$ cat config.mk
export PLATFORM = sky130hd
export DESIGN_NAME = mux_skid_buffer
export DESIGN_NICKNAME = d
export VERILOG_FILES = /design/src/rtl/mux_pkg.sv /design/src/rtl/skid_slot.sv /design/src/rtl/mux_skid_buffer.sv
export SDC_FILE = /design/constraint.sdc
export NUM_CORES = 1
export LEC_CHECK = 0
export BUFFER_PORTS_ARGS = -buffer_cell sky130_fd_sc_hd__buf_2
export CAP_MARGIN = 20
export CORE_MARGIN = 1
export CORE_UTILIZATION = 30
export DETAILED_ROUTE_END_ITERATION = 12
export GPL_TIMING_DRIVEN = 0
export PLACE_DENSITY = 0.58
export SLEW_MARGIN = 20
export SYNTH_ARGS = -nofsm -noshare
export SYNTH_HDL_FRONTEND = slang
export SYNTH_SLANG_ARGS = --single-unit
export TNS_END_PERCENT = 20
$ cat constraint.sdc
create_clock -name clk -period 2.63 [get_ports clk]
set_input_delay 0.1315 -clock clk [delete_from_list [all_inputs] [get_ports clk]]
set_output_delay 0.1315 -clock clk [all_outputs]
set_load 0.02 [all_outputs]
$ cat src/rtl/mux_pkg.sv
// Shared definitions for the operand-mux skid buffer: state encoding,
// default widths and the highest legal source tag.
package mux_pkg;

    localparam int WIDTH   = 16;
    localparam int SRC_W   = 3;
    localparam int SRC_MAX = 4;

    typedef enum logic [1:0] {
        EMPTY = 2'd0,
        ONE   = 2'd1,
        FULL  = 2'd2
    } state_t;

endpackage

$ cat src/rtl/skid_slot.sv
// One storage entry of the skid buffer: a W-bit register with load enable
// and synchronous active-low reset.
module skid_slot #(
    parameter int W = 19
) (
    input  logic         clk,
    input  logic         reset_n,
    input  logic         load,
    input  logic [W-1:0] d,
    output logic [W-1:0] q
);

    always_ff @(posedge clk) begin
        if (!reset_n) begin
            q <= '0;
        end else if (load) begin
            q <= d;
        end
    end

endmodule

$ cat src/rtl/mux_skid_buffer.sv
// Two-entry skid buffer behind the 5:1 operand mux, storing {tag, data}.
// Define MUX_SKID_SRC_CHECK_EN to drop entries with tags above SRC_MAX and flag them.
module mux_skid_buffer #(
    parameter int WIDTH   = mux_pkg::WIDTH,
`ifdef MUX_SKID_SRC_CHECK_EN
    parameter int SRC_MAX = mux_pkg::SRC_MAX,
`endif
    parameter int SRC_W   = mux_pkg::SRC_W
) (
    input  logic             clk,
    input  logic             reset_n,
    input  logic             flush,
    input  logic [WIDTH-1:0] in_data,
    input  logic [SRC_W-1:0] in_src,
    input  logic             in_valid,
    output logic             in_ready,
    output logic [WIDTH-1:0] out_data,
    output logic [SRC_W-1:0] out_src,
    output logic             out_valid,
    input  logic             out_ready,
    output logic [1:0]       occupancy,
    output logic             src_err
);
    import mux_pkg::*;

    localparam int EW = WIDTH + SRC_W;

    // Handshakes: a transfer happens on a rising edge where valid and ready
    // are both high; while valid is high and ready low the payload is held.
    state_t          state;
    logic            accept;
    logic            drain;
    logic            take;
    logic            tag_ok;
    logic            load_main;
    logic            load_skid;
    logic [EW-1:0]   main_q;
    logic [EW-1:0]   skid_q;
    logic [EW-1:0]   main_d;

    assign in_ready  = (state != FULL);
    assign out_valid = (state != EMPTY);
    assign accept    = in_valid & in_ready;
    assign drain     = out_valid & out_ready;
    assign take      = accept & tag_ok;

`ifdef MUX_SKID_SRC_CHECK_EN
    logic err_q;

    assign tag_ok  = (int'(in_src) <= SRC_MAX);
    assign src_err = err_q;

    // Sticky until reset; flush deliberately leaves it alone.
    always_ff @(posedge clk) begin
        if (!reset_n) begin
            err_q <= 1'b0;
        end else if (accept && !tag_ok) begin
            err_q <= 1'b1;
        end
    end
`else
    assign tag_ok  = 1'b1;
    assign src_err = 1'b0;
`endif

    always_comb begin
        load_main = 1'b0;
        load_skid = 1'b0;
        if (!flush) begin
            unique case (state)
                EMPTY:   load_main = take;
                ONE: begin
                    load_main = take & drain;
                    load_skid = take & ~drain;
                end
                FULL:    load_main = drain;
                default: ;
            endcase
        end
    end

    // When FULL the only main load is the skid entry moving forward.
    assign main_d = (state == FULL) ? skid_q : {in_src, in_data};

    always_ff @(posedge clk) begin
        if (!reset_n) begin
            state     <= EMPTY;
            occupancy <= 2'd0;
        end else if (flush) begin
            state     <= EMPTY;
            occupancy <= 2'd0;
        end else begin
            unique case (state)
                EMPTY: begin
                    if (take) begin
                        state     <= ONE;
                        occupancy <= 2'd1;
                    end
                end
                ONE: begin
                    if (take && !drain) begin
                        state     <= FULL;
                        occupancy <= 2'd2;
                    end else if (drain && !take) begin
                        state     <= EMPTY;
                        occupancy <= 2'd0;
                    end
                end
                FULL: begin
                    if (drain) begin
                        state     <= ONE;
                        occupancy <= 2'd1;
                    end
                end
                default: begin
                    state     <= EMPTY;
                    occupancy <= 2'd0;
                end
            endcase
        end
    end

    skid_slot #(.W(EW)) u_main (
        .clk     (clk),
        .reset_n (reset_n),
        .load    (load_main),
        .d       (main_d),
        .q       (main_q)
    );

    skid_slot #(.W(EW)) u_skid (
        .clk     (clk),
        .reset_n (reset_n),
        .load    (load_skid),
        .d       ({in_src, in_data}),
        .q       (skid_q)
    );

    assign {out_src, out_data} = main_q;

endmodule

==> flow_summary.ini <==
[floorplan]
io_pins = 48
core-area_mm2 = 0.00599
die_area_mm2 = 0.00661
die_w_um = 81.3
dieHeight_um = 81.3
rows = 28
initial_utilization_pct = 31.5

[timing]
fin_crit_sh_pct = 90.6
period_needed_ns = 2.38
worst_pin_slew_ns = 0.719
slew_headroom_pct = 52.1
setup_slack_ns = 0.248
rsz0062_at_grt = no
finClkSkew_ns = 0.00924
fin_tns_setup_ns = 0
finalHoldViolCount = 0
fmax_mhz = 420
drv_slew = 0
setup_viol = 0

[place]
routabilityCongestion = 0.730
place_area_mm2 = 0.00221
place.port_buffers = 46
pre_cts_slack_ns = 0.209
hpwl_um = 3160

[logic_synthesis]
postSynthAreaPerCell_um2 = 9.48
synth_most_common_cell = dfxtp_1
yosys_warnings = 0
ys_ff_latch = 40
synth_top_area_share_pct = 42.4
async_reset_ff_share_pct = 0
synthTopCellsByArea = dfxtp_1, a211oi_1, mux2i_1
ys_top_cells_by_count = dfxtp_1, nand2_1, a211oi_1
synthesis.area_mm2 = 0.00189
synthDistinctLibCells = 27
synth_largest_area_cell = dfxtp_1
synth_edf_count = 0
yosysSeqAreaShare_pct = 42.4
syn_nets = 225
synth_cells = 199
synth_ff_type = dfxtp_1

[grt]
grt_pass1_wl_um = 7180
antenna_found_initial = 0
grt_overflow = 0
grt_pass1_vias = 1481
grt_usage_pct = 14.5
grt_max_degree = 14

[critical_path]
timing_worst_setup_path_type = reg2reg
crit_path_top_delay_cell = dfxtp_1
start_kind = flop
path_cells = buf_6 -> nand2b_1 -> buf_2 -> buf_4 -> and2_1 -> ha_1 -> mux2_4 -> buf_4 -> buf_6 -> a211oi_1 -> a211oi_2
cp-end-kind = flop
critPathMaxFanout = 10
arrival_ns = 2.54
cpPeakStageDelay_ns = 0.32
worstPathRequired_ns = 2.79

[worst_hold_path]
holdCritPathClass = in2reg

[drt]
drc = 0
via_per_inst = 4.80
ant_nets = 0
dr.pass1.iters = 4
drt-initial-drc-count = 50
finalWirelength_um = 4510
routedWlPerCell_um = 13.8
vias = 1569

[finish]
final_layout_size_suffix_gt1_share_pct = 32.9
utilization_pct = 38.5
areaGrowthSynthToFinish_pct = 22.2
fillCellCount = 617
n_antenna_cell = 0
fin_area_mm2 = 0.00231
fin_nets = 277

[clocking]
insertion_delay_ns = 0.30
htree_num_levels = 2
cts_buffers = 5
cts_tree = built
clock-sinks = 40
clockRootBuffer = clkbuf_8
clk_pin_slew_ns = 0.08
clockBufferDepth = 2
cts_hold_buf = 0

[power]
p_sw_share_pct = 27.3
power_frac_comb_pct = 15.7
irDropWorstVdd_v = 0.000215
switchingPower_w = 0.000348
p_clk_share_pct = 33.8
intPower_w = 0.000926
pwr_density_cell_mw_per_mm2 = 552
power.leakage_nw = 1.03
seqPwrFrac_pct = 50.5

[run]
cap_violations = 0

[run_status]
outcome = finished, final reports clean
what timing repair did:
action	in CTS	in global routing
setup endpoints to repair	0	10
buffers inserted	0	0
resized for setup	0	1
cell usage in the layout, fill, tap and decap left out, types with 2 or more instances in the layout:
cell type and count:
a21o_1 2, nor2_1 2, nand2b_1 4, and2_1 2
clkinvlp_4 2, ha_1 2, buf_2 52, clkbuf_8 6
mux2i_1 19, clkbuf_1 3, a211oi_2 10, inv_1 2
buf_6 4, a211oi_1 28, nand2_1 38, a21oi_1 20
buf_4 4, dfxtp_1 40
flip-flops by register name, summed over array words and instances, names as in the netlist:
signal,count
u_main.q,19
state,2
u_skid.q,19
through the flow:
stage,cells,hold slack (ns),power [W]
after floorplan,199,0.267,0.000790
after global placement,320,0.384,0.000857
after detailed placement,320,0.392,0.000860
after CTS,328,0.0694,0.00129
after global routing,327,0.0687,0.00133
final,327,0.0778,0.00127
per-layer routing:
metal / vias to the layer above / track usage (%) / part of all wire (%)
met4: 0 / 6.43 / 1.9
li1: 813 / - / -
met5: - / 0 / 0
met3: 7 / 3.15 / 4.3
met1: 721 / 18.4 / 47
met2: 28 / 23.5 / 47
layout make-up:
cell class	instances	area, um^2	area share (%)
Timing Repair Buffer	46	230	9.98
Buffer	20	143	6.19
Sequential cell	40	801	34.7
Clock buffer	6	82.6	3.58
Tap cell	75	93.8	4.07
Inverter	2	7.51	0.326
Clock inverter	2	15.0	0.651
Multi-Input combinational cell	136	933	40.5
worst max-delay path: cells and delay by family (launching register included):
family	cells	cell delay, ns
AO/OA/AOI/OAI	2	0.33
AND/OR/NAND/NOR	2	0.32
flip-flops	1	0.32
buffers and inverters	5	0.80
adder cells (fa/ha/maj)	1	0.20
multiplexers	1	0.27
final timing paths:
check	to	depth (start not counted)	slack, ns	from
max	u_main.q[0]	11	0.25	state[0]
min	u_skid.q[4]	3	0.08	in_data[4]
max reg2reg	u_main.q[0]	11	0.25	state[0]
min reg2reg	u_skid.q[13]	2	0.45	u_skid.q[13]
power groups by stage:
stage	combinational [W]	sequential, W	clock, W
6_report	0.000200	0.000644	0.000430
5_1_grt	0.000218	0.000647	0.000469
4_1_cts	0.000202	0.000644	0.000446
3_5_place_dp	0.000201	0.000659	0
3_3_place_gp	0.000199	0.000659	0
2_1_floorplan	0.000106	0.000684	0
logic make-up (layout without fill, tap and decap cells):
group	Yosys count	in the layout	synth area share (%)
buf+inv	23	76	8.09
flops	40	40	42.4
compound gates	61	61	24.3
other cells	1	1	0.199
mux	20	20	10.9
simple gates	52	52	12.7
fa+ha+maj	2	2	1.33
Note: power is estimated with default switching activity, not from simulation.
